--- config.mk ---
export PLATFORM = sky130hd
export DESIGN_NAME = oam_dma_master
export DESIGN_NICKNAME = d
export VERILOG_FILES = /design/src/rtl/nes_mem_pkg.sv /design/src/rtl/oam_dma_master.sv
export SDC_FILE = /design/constraint.sdc
export NUM_CORES = 1
export LEC_CHECK = 0
export CAP_MARGIN = 20
export CORE_ASPECT_RATIO = 1.75
export CORE_MARGIN = 4
export CORE_UTILIZATION = 41
export CTS_CLUSTER_SIZE = 10
export DETAILED_ROUTE_END_ITERATION = 7
export PLACE_DENSITY = 0.93
export SYNTH_ARGS = -nofsm -noshare
export SYNTH_HDL_FRONTEND = slang
export SYNTH_SLANG_ARGS = --single-unit
--- constraint.sdc ---
create_clock -name clk -period 1.9 [get_ports clk]
set_input_delay 0.38 -clock clk [delete_from_list [all_inputs] [get_ports clk]]
set_output_delay 0.38 -clock clk [all_outputs]
set_load 0.01 [all_outputs]
--- src/rtl/nes_mem_pkg.sv ---
// Shared CPU-bus definitions for the memory decoder and the OAM DMA initiator.
package nes_mem_pkg;

    typedef enum logic [1:0] {
        DMA_IDLE  = 2'd0,
        DMA_ALIGN = 2'd1,
        DMA_READ  = 2'd2,
        DMA_WRITE = 2'd3
    } dma_state_e;

    localparam logic [15:0] PPU_OAM_ADDR_REG = 16'h2003;
    localparam logic [15:0] PPU_OAM_DATA_REG = 16'h2004;
    localparam logic [15:0] APU_OAM_DMA_REG  = 16'h4014;

endpackage

--- src/rtl/oam_dma_master.sv ---
// $4014 sprite DMA bus initiator: passes CPU traffic when idle, otherwise copies one page to $2004.
// Build option OAM_DMA_ALIGN_EN adds the parity-dependent alignment cycles of the console.
//
// state     | meaning
// ----------+---------------------------------------------------------------
// DMA_IDLE  | CPU owns the bus; watch for a write to the trigger register
// DMA_ALIGN | dummy cycle(s) before the first read (OAM_DMA_ALIGN_EN only)
// DMA_READ  | read source byte {page, idx}
// DMA_WRITE | forward the returned byte to the sprite RAM data port
module oam_dma_master
    import nes_mem_pkg::*;
#(
    parameter logic [15:0] DMA_REG_ADDR  = APU_OAM_DMA_REG,
    parameter logic [15:0] OAM_DATA_ADDR = PPU_OAM_DATA_REG
) (
    input  logic        clk,
    input  logic        rst,
    input  logic [15:0] cpu_addr,
    input  logic [7:0]  cpu_data_in,
    input  logic        cpu_write_en,
    input  logic        cpu_read_en,
    output logic        cpu_stall,
    output logic [15:0] mem_addr,
    output logic [7:0]  mem_data_out,
    output logic        mem_write_en,
    output logic        mem_read_en,
    input  logic [7:0]  mem_data_in,
    output logic        dma_busy
);

    dma_state_e state_q, state_d;
    logic [7:0] page_q, page_d;
    logic [7:0] idx_q, idx_d;
    logic [7:0] rd_data_q, rd_data_d;
`ifdef OAM_DMA_ALIGN_EN
    logic parity_q, parity_d;
    logic extra_q, extra_d;
`endif

    always_ff @(posedge clk) begin
        if (rst) begin
            state_q   <= DMA_IDLE;
            page_q    <= 8'h00;
            idx_q     <= 8'h00;
            rd_data_q <= 8'h00;
`ifdef OAM_DMA_ALIGN_EN
            parity_q  <= 1'b0;
            extra_q   <= 1'b0;
`endif
        end else begin
            state_q   <= state_d;
            page_q    <= page_d;
            idx_q     <= idx_d;
            rd_data_q <= rd_data_d;
`ifdef OAM_DMA_ALIGN_EN
            parity_q  <= parity_d;
            extra_q   <= extra_d;
`endif
        end
    end

    always_comb begin
        state_d      = state_q;
        page_d       = page_q;
        idx_d        = idx_q;
        rd_data_d    = rd_data_q;
`ifdef OAM_DMA_ALIGN_EN
        parity_d     = ~parity_q;
        extra_d      = extra_q;
`endif
        mem_addr     = cpu_addr;
        mem_data_out = cpu_data_in;
        mem_write_en = cpu_write_en;
        mem_read_en  = cpu_read_en;

        case (state_q)
            DMA_IDLE: begin
                // The trigger write itself still reaches the decoder.
                if (cpu_write_en && (cpu_addr == DMA_REG_ADDR)) begin
                    page_d  = cpu_data_in;
                    idx_d   = 8'h00;
`ifdef OAM_DMA_ALIGN_EN
                    extra_d = parity_q;
                    state_d = DMA_ALIGN;
`else
                    state_d = DMA_READ;
`endif
                end
            end
            DMA_ALIGN: begin
                mem_addr     = 16'h0000;
                mem_data_out = 8'h00;
                mem_write_en = 1'b0;
                mem_read_en  = 1'b0;
`ifdef OAM_DMA_ALIGN_EN
                if (extra_q) begin
                    extra_d = 1'b0;
                end else begin
                    state_d = DMA_READ;
                end
`else
                state_d = DMA_IDLE;
`endif
            end
            DMA_READ: begin
                mem_addr     = {page_q, idx_q};
                mem_data_out = 8'h00;
                mem_write_en = 1'b0;
                mem_read_en  = 1'b1;
                state_d      = DMA_WRITE;
            end
            DMA_WRITE: begin
                // Decoder returns read data one cycle after the strobe.
                mem_addr     = OAM_DATA_ADDR;
                mem_data_out = mem_data_in;
                mem_write_en = 1'b1;
                mem_read_en  = 1'b0;
                rd_data_d    = mem_data_in;
                if (idx_q == 8'hFF) begin
                    state_d = DMA_IDLE;
                end else begin
                    idx_d   = idx_q + 8'h01;
                    state_d = DMA_READ;
                end
            end
            default: state_d = DMA_IDLE;
        endcase
    end

    assign cpu_stall = (state_q != DMA_IDLE);
    assign dma_busy  = (state_q != DMA_IDLE);

endmodule
==> results of run 1 <==
-- worst max path at each step --
stage	to	slack [ns]
after floorplan	dma_busy	0.34
after global placement	mem_addr[2]	-0.10
final	mem_data_out[4]	0.07
after global routing	idx_q[3]$_SDFFE_PP0P_	0.003
after CTS	mem_read_en	0.007
after detailed placement	mem_addr[3]	-0.18
-- repair_timing --
item	4_1_cts	5_1_grt
resized for setup	36	1
gates cloned	1	0
buffers inserted	2	0
pin swaps	1	1
setup endpoints to repair	26	3
hold buffers	0	0
-- power by group --
part | switching, mW | total, mW | leakage, nW | internal [mW]
Combinational | 0.0762 | 0.204 | 0.702 | 0.128
Sequential | 0.00000181 | 0.376 | 0.146 | 0.376
Clock | 0.135 | 0.319 | 0.0288 | 0.184
-- tightest hold or removal path: cells and delay by family (launching register included) --
kind            cells  cell delay (ns)
compound gates      2             0.12
flops               1             0.32
-- cells in the final DEF (no fill, tap or decap), drive strengths merged, types with 5 or more instances in the layout --
master         netlist  routed
a21oi               10      10
mux2i               14      14
dfxtp               18      18
clkdlybuf4s50        0      37
nand4               12      12
o21ai               12      12
nor2                24      24
buf                 12      26
o211ai               5       5
nand2                6       6
dlygate4sd2          0      25
a22o                 8       8
nand3                8       8
-- through the flow --
stage / std cells / utilization, % / area, um2
floorplan: 166 / - / 1330
global placement: 281 / 67.6 / 2120
detailed placement: 281 / 67.6 / 2120
CTS: 288 / 70.9 / 2230
global route: 288 / 71.0 / 2230
finish: 288 / 71.0 / 2230
-- layout make-up --
class	count	area share [%]
inverter	1	0.168
sequential	18	16.4
multi-input combinational	132	40.1
clock buffer	4	2.47
timing repair buffer	90	38.5
tap	43	2.41
-- sequential cells by signal, indices dropped and copies added, names as in the netlist --
signal	cells
page_q	8
state_q	2
idx_q	8
-- synth_stat cells (2+ instances only) --
library cell	instances	area share (%)
mux2i_1	14	11
clkbuf_1	3	0.84
buf_6	2	1.7
nand3b_1	3	1.7
nand4_1	12	5.6
a211oi_2	2	1.9
dfxtp_1	18	27
o21ai_1	10	3.8
buf_2	6	2.3
buf_1	2	0.56
nor2_1	24	6.8
a22o_1	8	5.3
nand2_1	6	1.7
nand2b_1	2	0.94
nand3_1	7	2.6
buf_4	2	1.1
nor2b_1	3	1.4
and3_1	2	0.94
or3_1	4	1.9
a31oi_1	4	1.9
o211ai_1	3	1.7
o211ai_2	2	1.9
a21oi_1	9	3.4
-- metal layers --
layer,vias to the layer above,part of all wire (%),track usage [%]
li1,792,-,-
met1,779,36,22.4
met2,73,57,45.5
met3,9,6.4,3.76
met4,0,1.4,9.56
met5,-,0,0
-- cells by family (layout without fill, tap and decap cells) --
| group | Yosys count | count (layout) | synth area share [%] |
|---|---|---|---|
| mux | 14 | 14 | 10.5 |
| simple gates | 72 | 72 | 30.5 |
| fa+ha+maj | 1 | 1 | 0.938 |
| compound gates | 45 | 45 | 24.3 |
| buf+inv | 16 | 95 | 6.75 |
| flops | 18 | 18 | 27.0 |
==> metrics.txt, run 1 <==
Yosys reg bits=18; Root Buffer=clkbuf_8; min-delay worst type=reg -> reg; area of the multi-input gates=between 800 and 900 um2; Final GP Congestion=approximately 0.89; unrepaired setup endpoints after global routing=false; worst hold path depth=2; Initial DRC Count=38; CP peak stage delay=~0.35 ns; Worst Skew=around 0.0091 ns; Reg area=roughly 370 um2; number of global-route vias before repair=approximately 1,800; Cell Chain, Critical Path=and2_4, buf_4, a22o_1, dlygate4sd2_1; residual DRC count=0; critical path class=reg -> out; Synth Cell Area=1330 um2; Post-Syn Instances=166; initial antenna violation count=0; largest fanout on the critical path=8; CP Launch Type=register; hold_sp=page_q[0]$_SDFFE_PP0P_; Mapped Nets=203; area of the die=roughly 4300 um2; MaxCap Viol Count=0; antenna-violating nets left=0; gr ovfl total=0; H-Tree Depth=1; Critical path origin=state_q[0]$_SDFFE_PP0P_; clock slew at reported path FFs=around 0.08 ns; Seq/Total Area, Yosys=between 20% and 30%; Skew-Pair Late Insertion Delay=~0.26 ns; Top FF cell, synth=dfxtp_1; Fmax achieved=~0.55 GHz; detailed placer's ending HPWL=roughly 3500 um; Hold EP=page_q[0]$_SDFFE_PP0P_; Final Cycle Share=96.1%; Worst slew margin=a little under 80%; worst vdd ir=around 0.4 mV; GRT Overall Usage=~23%; routed len/inst=around 16 um; Die Y=approximately 83 um; final WL=approximately 4700 um; Longest Clk Path Bufs=2; pwr/cell area=about 400 nW/um2; Leak Pwr=a little under 0.9 nW; fillers=250; WP data arrival=about 1.5 ns; FF-to-FF setup slack=0.19 ns; r2r worst-path depth=5; Nets=between 200 and 300; status=finished clean; total power=between 0.8 and 0.9 mW; drt pass-1 iters=4; vias=1,653; final setup fails=0; Async SR Flop Fraction=0%; worst setup margin=between 0.07 and 0.08 ns; maximum number of pins on one net before global-route repair=17; Worst path depth=4; diode count=0; worst endpoint required time=approximately 1.5 ns; core area=3140 um2; dpl ws=-0.184 ns; Hold Fails Final Rpt=0; crit path max-delay cell type=dfxtp_2; origin of the critical flop-to-flop path=idx_q[0]$_SDFFE_PP0P_; Slew @ Worst Pin=~0.34 ns; vias per cell=5.74; CTS Buf Count=3; WHS=between 0.4 and 0.5 ns; port bufs=63; clock sinks=18; Worst Path Buf+Inv=2; Slew Viols, Final=0; Syn Area/Cell=8.03 um2; global-route wire length before repair=between 7000 and 8000 um; CTS tree=yes; fraction of layout cells with a size suffix above 1=18.0%; DIE WIDTH=approximately 51 um; RR Endpoint=idx_q[3]$_SDFFE_PP0P_; cell family with most CP delay=buffers and inverters; Initial Util=a little over two fifths; Post-synth EDFFs=0; IO Count=64; Area Overhead vs Synth=67.2%; Netlist cell types=between 40 and 50; fin crit period=1.83 ns; num rows=27; Final TNS setup=0 ns; YS warnings=0; Worst setup EP type=output pin
No activity file was read; power rests on OpenSTA's default activity.
==> inputs of run 2 (changes only) <==
--- a/config.mk
+++ b/config.mk
@@ -6,7 +6,6 @@
 export NUM_CORES = 1
 export LEC_CHECK = 0
 export CAP_MARGIN = 20
-export CORE_ASPECT_RATIO = 1.75
 export CORE_MARGIN = 4
 export CORE_UTILIZATION = 41
 export CTS_CLUSTER_SIZE = 10
==> run 2 against run 1 <==
  * First-iteration DRC count grew to 3.0 times the previous value
  * Via count increased by 1.7%
  * Sequential cell count stayed put
  * Global-route usage up 0.75 points
  * Critical endpoint is now mem_addr[2]
  * Largest cell class unchanged
  * Largest power group unchanged
==> metrics.txt, run 2 (synthesis gave the netlist of run 1 again) <==
routed len/inst=16.2 um (-1.8%); pwr/cell area=378 nW/um2 (-6.3%); commonest non-fill, non-tap cell in the layout=clkdlybuf4s50_1; largest fanout on the critical path=10 (+2); clock sinks=18 (unchanged); Skew-Pair Late Insertion Delay=0.31 ns (+0.05 ns); number of global-route vias before repair=1,673 (-4.8%); Worst slew margin=75.2% (-2.2 points); min-delay worst type=reg -> reg; drt pass-1 iters=4 (unchanged); worst vdd ir=0.211 mV (-47%); DIE WIDTH=65.0 um (+27%); Hold EP=page_q[3]$_SDFFE_PP0P_; global-route wire length before repair=7970 um (+1.4%); unrepaired setup endpoints after global routing=false; Worst setup EP type=output pin; hold_sp=page_q[3]$_SDFFE_PP0P_; cell family with most CP delay=buffers and inverters; worst endpoint required time=1.52 ns (about the same); Initial Util=43.3% (+0.88 points); Critical path origin=state_q[0]$_SDFFE_PP0P_; port bufs=63 (unchanged); Cell Chain, Critical Path=buf_6, nand2b_1, o22a_1, dlygate4sd2_1; CP Launch Type=register; Largest regs=idx_q x8, page_q x8, state_q x2; Fmax achieved=0.546 GHz (-0.31%); antenna-violating nets left=0 (unchanged); CTS Buf Count=3 (unchanged); dpl ws=-0.134 ns (+0.0499 ns); fin crit period=1.83 ns (+0.00559 ns); GRT Overall Usage=24.0% (+0.75 points); Finished Core Util=71.8% (+0.82 points); Hold Fails Final Rpt=0 (unchanged); Area Overhead vs Synth=65.7%; initial antenna violation count=0 (unchanged); IO Count=64 (unchanged); worst hold path depth=2 (unchanged); Slew Viols, Final=0 (unchanged); Worst Skew=0.0105 ns (+0.00146 ns); status=finished clean; hold_buf cts=0 (unchanged); Die Y=65.0 um (-22%); detailed placer's ending HPWL=3370 um (-3.3%); fraction of layout cells with a size suffix above 1=21.8% (+3.9 points); Worst Path Buf+Inv=2 (unchanged); Initial DRC Count=115 (+200%); CTS tree=yes; Final TNS setup=0 ns (unchanged); Slew @ Worst Pin=0.372 ns (+0.0325 ns); vias=1,681 (+1.7%); Nets=290 (+2.5%); H-Tree Depth=1 (unchanged); area of the die=4230 um2 (-0.84%); r2r worst-path depth=9 (+4); core area=3080 um2 (-2.0%); gr ovfl total=0 (unchanged); origin of the critical flop-to-flop path=state_q[1]$_SDFFE_PP0P_; final setup fails=0 (unchanged); total power=0.835 mW (-7.1%); most frequent cells in the layout=clkdlybuf4s50_1, buf_4, dlygate4sd2_1; Final Cycle Share=96.4% (+0.29 points); critical path class=reg -> out; FF-to-FF setup slack=0.11 ns (-0.08 ns); crit path max-delay cell type=dfxtp_4; clock slew at reported path FFs=0.11 ns (+0.03 ns); maximum number of pins on one net before global-route repair=20 (+3); Longest Clk Path Bufs=2 (unchanged); Root Buffer=clkbuf_4; CP peak stage delay=0.38 ns (+0.03 ns); MaxCap Viol Count=0 (unchanged); final WL=4790 um (+0.95%); diode count=0 (unchanged); Leak Pwr=0.886 nW (+0.99%); worst setup margin=0.0693 ns (-0.00559 ns); residual DRC count=0 (unchanged); WP data arrival=1.45 ns (about the same); RR Endpoint=idx_q[7]$_SDFFE_PP0P_; vias per cell=5.68 (-1.1%); Final GP Congestion=0.817 (-8.2%); num rows=20 (-26%)
==> run 2: through the flow <==
stage	cells	cell area, um2	hold WS [ns]
after global placement	286	2140	0.463
after global routing	296	2210	0.532
final	296	2210	0.495
after detailed placement	286	2140	0.471
after floorplan	166	1330	0.451
after CTS	296	2220	0.487
==> run 2: area by class of cell <==
cell class / instances / area, um2
Tap cell: 44 / 55.1
Sequential cell: 18 / 368
Fill cell: 255 / 868
Multi-Input combinational cell: 132 / 891
Inverter: 1 / 3.75
Clock buffer: 4 / 36.3
Timing Repair Buffer: 97 / 856
==> run 2: report_power, final <==
group          leakage, nW  switching (mW)  total (mW)  internal (mW)
combinational        0.719          0.0773       0.211          0.134
clock               0.0210           0.132       0.249          0.117
sequential           0.147      0.00000166       0.374          0.374
==> run 2: worst min-delay path, delay by kind of cell (launching register included) <==
kind	cells	cell delay [ns]
flip-flops	1	0.33
AO/OA/AOI/OAI	2	0.13
==> run 2: layer usage <==
metal,up-vias,routed length (um),track usage [%]
met5,-,0,0
met4,0,52,6.22
met3,8,443,5.03
met2,86,2380,41.9
met1,790,1920,29.8
li1,797,-,-
==> run 2: repair_timing <==
action	4_1_cts	5_1_grt
setup endpoints to repair	28	7
resized for setup	39	8
setup buffers	4	0
cloned	2	0
==> run 2: worst max path at each step <==
stage | endpoint | slack [ns] | depth (start not counted)
after global placement | mem_addr[2] | -0.1 | 4
final | mem_addr[2] | 0.07 | 4
after CTS | dma_busy | -0.07 | 5
after floorplan | dma_busy | 0.34 | 5
after global routing | mem_addr[2] | 0.005 | 4
after detailed placement | page_q[6]$_SDFFE_PP0P_ | -0.13 | 7
==> inputs of run 3 (changes only) <==
--- a/config.mk
+++ b/config.mk
@@ -5,12 +5,12 @@
 export SDC_FILE = /design/constraint.sdc
 export NUM_CORES = 1
 export LEC_CHECK = 0
-export CAP_MARGIN = 20
 export CORE_MARGIN = 4
-export CORE_UTILIZATION = 41
+export CORE_UTILIZATION = 61
 export CTS_CLUSTER_SIZE = 10
 export DETAILED_ROUTE_END_ITERATION = 7
-export PLACE_DENSITY = 0.93
+export DONT_BUFFER_PORTS = 1
+export PLACE_DENSITY = 0.89
 export SYNTH_ARGS = -nofsm -noshare
 export SYNTH_HDL_FRONTEND = slang
 export SYNTH_SLANG_ARGS = --single-unit
==> run 3 against run 2 <==
  * Non-clock buffer count is 88 lower
  * Register-to-register slack better by 0.18 ns
  * Cell area is 38% lower
  * Utilization is 4.0 points lower
  * Die area is 29% lower
  * Global-route usage is 2.4 points higher
  * Sequential cell count stayed put
  * Via count is 21% lower
  * Largest cell class unchanged
  * First-iteration DRC count is 65% lower
  * Highest routed layer unchanged
  * Final cell count is 36% lower
==> metrics.txt, run 3 (synthesis gave the netlist of run 1 again) <==
status=finished clean; WHS=0.134 ns (-0.361 ns); port bufs=0 (-100%); Worst slew margin=76.3% (+1.1 points); Worst setup EP type=output pin; crit path max-delay cell type=dfxtp_1; Skew-Pair Late Insertion Delay=0.29 ns (-0.02 ns); detailed placer's ending HPWL=2770 um (-18%); IO Count=64 (unchanged); clock slew at reported path FFs=0.10 ns (about the same); Nets=202 (-30%); GRT Overall Usage=26.3% (+2.4 points); Initial DRC Count=40 (-65%); final setup fails=0 (unchanged); gr ovfl total=0 (unchanged); critical path class=reg -> out; fraction of layout cells with a size suffix above 1=12.9% (-8.9 points); global-route wire length before repair=5600 um (-30%); Slew @ Worst Pin=0.356 ns (-0.0166 ns); Cell Chain, Critical Path=nor2_1, buf_4, a22o_1; vias per cell=6.99 (+23%); CP Launch Type=register; num rows=16 (-20%); hold_buf cts=0 (unchanged); pwr/cell area=458 nW/um2 (+21%); Leak Pwr=0.453 nW (-49%); core area=2020 um2 (-34%); residual DRC count=0 (unchanged); unrepaired setup endpoints after global routing=false; Hold Fails Final Rpt=0 (unchanged); Root Buffer=clkbuf_4; number of global-route vias before repair=1,256 (-25%); dpl cell area=1350 um2 (-37%); drt pass-1 iters=4 (unchanged); Area Overhead vs Synth=2.81%; most frequent cells in the layout=nor2_1, dfxtp_1, mux2i_1; fillers=173 (-32%); worst vdd ir=0.289 mV (+37%); Worst Path Buf+Inv=1 (-1); Fmax achieved=0.551 GHz (+0.84%); Finished Core Util=67.8% (-4.0 points); routed len/inst=19.0 um (+17%); CTS tree=yes; MaxCap Viol Count=0 (unchanged); diode count=0 (unchanged); placed cells=187 (-35%); final WL=3600 um (-25%); DIE WIDTH=54.8 um (-16%); worst endpoint required time=1.52 ns (about the same); fin cells=190 (-36%); cell family with most CP delay=flip-flops; CTS Buf Count=3 (unchanged); fin crit period=1.82 ns (-0.0153 ns); Worst Skew=0.00139 ns (-0.00916 ns); Slew Viols, Final=0 (unchanged); maximum number of pins on one net before global-route repair=22 (+10%); Final GP Congestion=0.837 (+2.4%); Final TNS setup=0 ns (unchanged); H-Tree Depth=1 (unchanged); largest fanout on the critical path=18 (+8); Resize count post-CTS=0 (-100%); initial antenna violation count=0 (unchanged); min-delay worst type=in -> reg; CP peak stage delay=0.34 ns (-0.04 ns); clock sinks=18 (unchanged); Longest Clk Path Bufs=2 (unchanged); vias=1,329 (-21%); antenna-violating nets left=0 (unchanged); Largest regs=idx_q x8, page_q x8, state_q x2; Setup Fix Bufs, Post-CTS=0 (-4); area of the die=3000 um2 (-29%); Final Cycle Share=95.5% (-0.80 points); Die Y=54.8 um (-16%); Initial Util=66.0% (+23 points); Finished Cell Area=1370 um2 (-38%); commonest non-fill, non-tap cell in the layout=nor2_1; WP data arrival=1.44 ns (about the same)
## run 3: worst reg2reg max path: stages (launching register included)
cell and delay (ns):
dfxtp_1 0.45, ha_1 0.27, nand4_1 0.18, o21ai_4 0.32
o21ai_1 0.15, a211oi_2 0.18
## run 3: final timing paths
kind,startpoint,to,slack (ns),cells after the start
max,state_q[1]$_SDFFE_PP0P_,mem_data_out[0],0.08,3
min,rst,idx_q[2]$_SDFFE_PP0P_,0.13,1
max reg2reg,idx_q[0]$_SDFFE_PP0P_,idx_q[2]$_SDFFE_PP0P_,0.29,5
min reg2reg,page_q[1]$_SDFFE_PP0P_,page_q[1]$_SDFFE_PP0P_,0.48,2
## run 3: through the flow
stage	power, mW	setup WS (ns)
after floorplan	0.444	0.336
after CTS	0.633	0.122
final	0.628	0.0846
after global routing	0.654	0.0177
after global placement	0.445	0.440
after detailed placement	0.446	0.331
## run 3: where the power goes
part           internal, mW  switching, mW
Clock                0.0739          0.117
Sequential            0.377     0.00000118
Combinational        0.0244         0.0360
## run 3: area by class of cell
cell class                 count  area, um2  share of cell area, %
clock buffer                   3       22.5                   1.64
sequential                    18        360                   26.3
tap                           27       33.8                   2.46
multi-input combinational    132        883                   64.4
inverter                       1       3.75                  0.274
timing repair buffer           9       67.6                   4.93
## run 3: per-layer routing
metal,global-route usage (%),vias to the layer above,wire length [um]
met1,29.7,615,1370
met5,0,-,0
met2,45.3,87,1720
met4,12.0,0,75
met3,7.36,9,439
li1,-,618,-
==> RTL edit 1: new RTL, flow settings as in run 1 <==
Re-encode `dma_state_e` (4 states) as one-hot, 4 bits wide.
--- a/src/rtl/nes_mem_pkg.sv
+++ b/src/rtl/nes_mem_pkg.sv
@@ -2,9 +2,9 @@
 package nes_mem_pkg;
 
-    typedef enum logic [1:0] {
-        DMA_IDLE  = 2'd0,
-        DMA_ALIGN = 2'd1,
-        DMA_READ  = 2'd2,
-        DMA_WRITE = 2'd3
+    typedef enum logic [3:0] {
+        DMA_IDLE  = 4'b0001,
+        DMA_ALIGN = 4'b0010,
+        DMA_READ  = 4'b0100,
+        DMA_WRITE = 4'b1000
     } dma_state_e;
 
Function: same outputs for any inputs over 10 cycles, from zero or initial values and one cycle with rst high; not proved beyond that.
==> RTL edit 1 against run 1 <==
  * The run now ends with setup timing left
  * Final area down 5.8%
  * Setup slack lost 0.081 ns
  * Clock power is 12% lower
  * Register-to-register slack worse by 0.09 ns
  * Synthesized area fell by 10%
  * Clock skew fell by 0.0048 ns
  * Synthesized cell count is 15% lower
  * Die area decreased by 9.0%
  * Sequential cell count up 1
  * Non-clock buffer count grew 8
  * Power fell by 3.8%
  * Combinational power down 7%
  * Routed wire length up 14%
  * Critical endpoint unchanged
  * Largest cell class is now non-clock buffers
==> RTL edit 1: results (changes against run 1) <==
VDD IR max -> 591 uV (+48%)
Static Leak -> 0.954 nW (+8.8%)
Fin nets -> 270 (-4.6%)
Met3 Use GR -> 0.0692 (+0.0316)
Crit path largest cell delay -> 0.39 ns (+0.04 ns)
Pwr Total -> 0.000865 W (-3.8%)
Worst setup margin -> -0.00572 ns (-0.0807 ns)
Clk pwr share -> 0.325 (-0.030)
Worst r2r path cells -> 7 (+2)
Switching fraction of total power -> 0.236 (+0.00127)
Grt met1 use -> 0.249 (+0.0250)
Via/cell ratio -> 6.40 (+12%)
CP max FO -> 11 (+3)
Fillers -> 184 (-26%)
Setup crit start -> state_q[0]
WHS -> 0.485 ns (-0.00200 ns)
Post-synth top cells -> a22o_1, dfxtp_1, nand2_1
Crit Reg-Reg Startpoint -> state_q[2]
Failing checks -> setup timing
Placed cell count -> 243 (-14%)
Outcome -> complete, but fails checks
Endpoints failing setup -> 1 (+1)
Largest net degree at the start of global routing -> 16 (-1)
R2r setup slk -> 0.10 ns (-0.09 ns)
Area grow syn2layout -> 75.6%
Vias in the first global route -> 1,706 (-2.9%)
[RTL edit 1: changes by cell type in the layout (fill, tap and decap cells not counted), sizes merged, moves of 4 or more]
cell / before / now
dlygate4sd2: 25 / 2
nand2: 6 / 13
mux2i: 14 / 1
nor2: 24 / 11
buf: 26 / 60
or3: 4 / 0
a311oi: 0 / 4
o211ai: 5 / 1
a22o: 8 / 22
nand4: 12 / 2
[RTL edit 1: cell families after synthesis]
family,after synthesis,share of synthesized area
AND/OR/NAND/NOR,49,0.233
multiplexers,1,0.00837
adder cells (fa/ha/maj),1,0.0105
AO/OA/AOI/OAI,59,0.373
flip-flops,19,0.318
buffers and inverters,12,0.0565
[RTL edit 1: routing by layer]
layer | wire (um) | part of all wire
met3 | 375 | 0.069
met1 | 1750 | 0.32
met4 | 240 | 0.044
met2 | 3040 | 0.56
met5 | 0 | 0
[RTL edit 1: worst max-delay path, delay by kind of cell (launching register included)]
kind	cells	cell delay [ns]
and+or+nand+nor	3	0.41
DFF	1	0.39
buffers and inverters	2	0.31
AOI/OAI and AO/OA	1	0.16
[RTL edit 1: what timing repair did]
item | in CTS | in global routing
buffers inserted | 9 | 3
gates cloned | 1 | 1
pin swaps | 3 | 7
endpoints found under the setup margin | 28 | 34
gates resized for setup | 125 | 11
[RTL edit 1: area by class of cell]
| type | count | area share |
|---|---|---|
| Tap cell | 27 | 0.0161 |
| Inverter | 1 | 0.00179 |
| Sequential cell | 19 | 0.187 |
| Multi-Input combinational cell | 110 | 0.379 |
| Timing Repair Buffer | 98 | 0.394 |
| Clock buffer | 4 | 0.0214 |
==> RTL edit 2: new RTL, flow settings as in run 1 <==
Without the edit above. Add a define of `OAM_DMA_ALIGN_EN`.
--- a/src/rtl/oam_dma_master.sv
+++ b/src/rtl/oam_dma_master.sv
@@ -8,4 +8,6 @@
 // DMA_READ  | read source byte {page, idx}
 // DMA_WRITE | forward the returned byte to the sprite RAM data port
+`define OAM_DMA_ALIGN_EN
+
 module oam_dma_master
     import nes_mem_pkg::*;
Formal check against the unedited RTL: not equivalent (a bounded check fails within 4 cycles, from zero or initial values and one cycle with rst high).
==> RTL edit 2 against run 1 <==
  * Setup slack worse by 0.027 ns
  * Sequential cell count is 2 higher
  * Synthesized cell count is 1.8% higher
  * Routed wire length is 10% higher
  * Final cell count is 3.8% higher
  * Critical path type is now in -> reg
  * Fmax is 1.4% lower
  * Synthesized area is 2.5% higher
  * Final area is 3.8% higher
  * Non-clock buffer count is 5 higher
Power is not compared: it rests on default switching activity, and its combinational part moved more than twofold at a synthesized area within 25%.
==> RTL edit 2: results (changes against run 1) <==
Seq/Total Area, Yosys -> 0.293 (+0.0226)
Vias in the first global route -> 1,810 (+3.0%)
Worst EP arrival -> 2.04 ns (+0.59 ns)
Hold crit path type -> reg -> reg
Fin nets -> 295 (+4.2%)
Post-DP Area -> 2230 um2 (+4.9%)
Synth area leaders -> dfxtp_1, mux2i_1, nor2_1
Setup Fix Bufs, Post-CTS -> 0 (-2)
Largest net degree at the start of global routing -> 13 (-4)
Setup crit end -> idx_q[1]
Root buffer selected by CTS -> clkbuf_8
Routed wl met2 -> 2820 um (+5.2%)
Mux cell area share after synthesis -> 0.110 (+0.00472)
Compound-cell area share of the yosys netlist -> 0.230 (-0.0133)
Setup Skew -> 0.00534 ns (-0.00374 ns)
Clock Path Buffers -> 2 (unchanged)
DR WL/cell -> 17.5 um (+6.1%)
CP delay by family, top -> simple AND/OR/NAND/NOR gates
Reg2reg end -> idx_q[6]
Setup crit start -> cpu_addr[12]
Outcome -> complete, no violations
Post-DP HPWL -> 3910 um (+12%)
Layout cells sized above 1 -> 0.203 (+0.0235)
Xor/xnor cell area share of the yosys netlist -> 0.0128 (+0.0128)
Post-synthesis cell type count -> 44 (+7.3%)
WHS Endpoint -> parity_q
Synth Area in Adders -> 0.00915 (-0.000232)
Routed wl met3 -> 338 um (+11%)
CP max-delay cell -> clkdlybuf4s50_1
DR iter-0 viols -> 94 (+150%)
R2r setup slk -> 0.09 ns (-0.10 ns)
GRT Resource Usage Total -> 0.248 (+0.0157)
Synthesized Nets -> 206 (+1.5%)
Hold depth -> 1 (-1)
Via/cell ratio -> 5.80 (+1.0%)
Hold path startpoint -> parity_q
RTL edit 2: cell count changes in the layout (fill, tap and decap cells not counted), sizes merged, moves of 4 or more:
| cell | run 1 | this run |
|---|---|---|
| a31oi | 4 | 0 |
| buf | 26 | 32 |
| clkdlybuf4s50 | 37 | 29 |
| dlymetal6s2s | 1 | 6 |
| inv | 1 | 7 |
| nand2 | 6 | 14 |
| nand3 | 8 | 13 |
| nand4 | 12 | 3 |
| o211ai | 5 | 0 |
RTL edit 2: layout make-up:
class | count | area, um2
clock buffer | 3 | 41.3
fill | 243 | 861
inverter | 7 | 28.8
multi-input combinational | 131 | 900
sequential | 20 | 405
tap | 43 | 53.8
timing repair buffer | 95 | 886
RTL edit 2: power groups by stage:
stage / clock network [W] / logic [W] / registers (W)
after global routing: 0.000315 / 0.000497 / 0.000436
after CTS: 0.000288 / 0.000467 / 0.000434
after global placement: 0 / 0.000496 / 0.000442
after floorplan: 0 / 0.000199 / 0.000440
final: 0.000280 / 0.000469 / 0.000435
after detailed placement: 0 / 0.000504 / 0.000441
RTL edit 2: repair_timing:
action                                  CTS  global route
endpoints found under the setup margin   45            18
gates resized for setup                  42            12
pin swaps                                 1             2
RTL edit 2: through the flow:
stage	hold WS (ns)	TNS (ns)	worst slack, ns	power (W)	cells
2_1_floorplan	0.391	0	0.277	0.000639	169
3_3_place_gp	0.412	-5.98	-0.355	0.000938	296
3_5_place_dp	0.418	-8.00	-0.437	0.000945	296
4_1_cts	0.429	0	0.000179	0.00119	299
5_1_grt	0.479	-0.0650	-0.0299	0.00125	299
6_report	0.425	0	0.0482	0.00118	299
RTL edit 2: routing by layer:
metal	GRT usage	vias up
met3	0.0302	31
met4	0.196	0
li1	-	799
met5	0	-
met1	0.241	795
met2	0.445	109
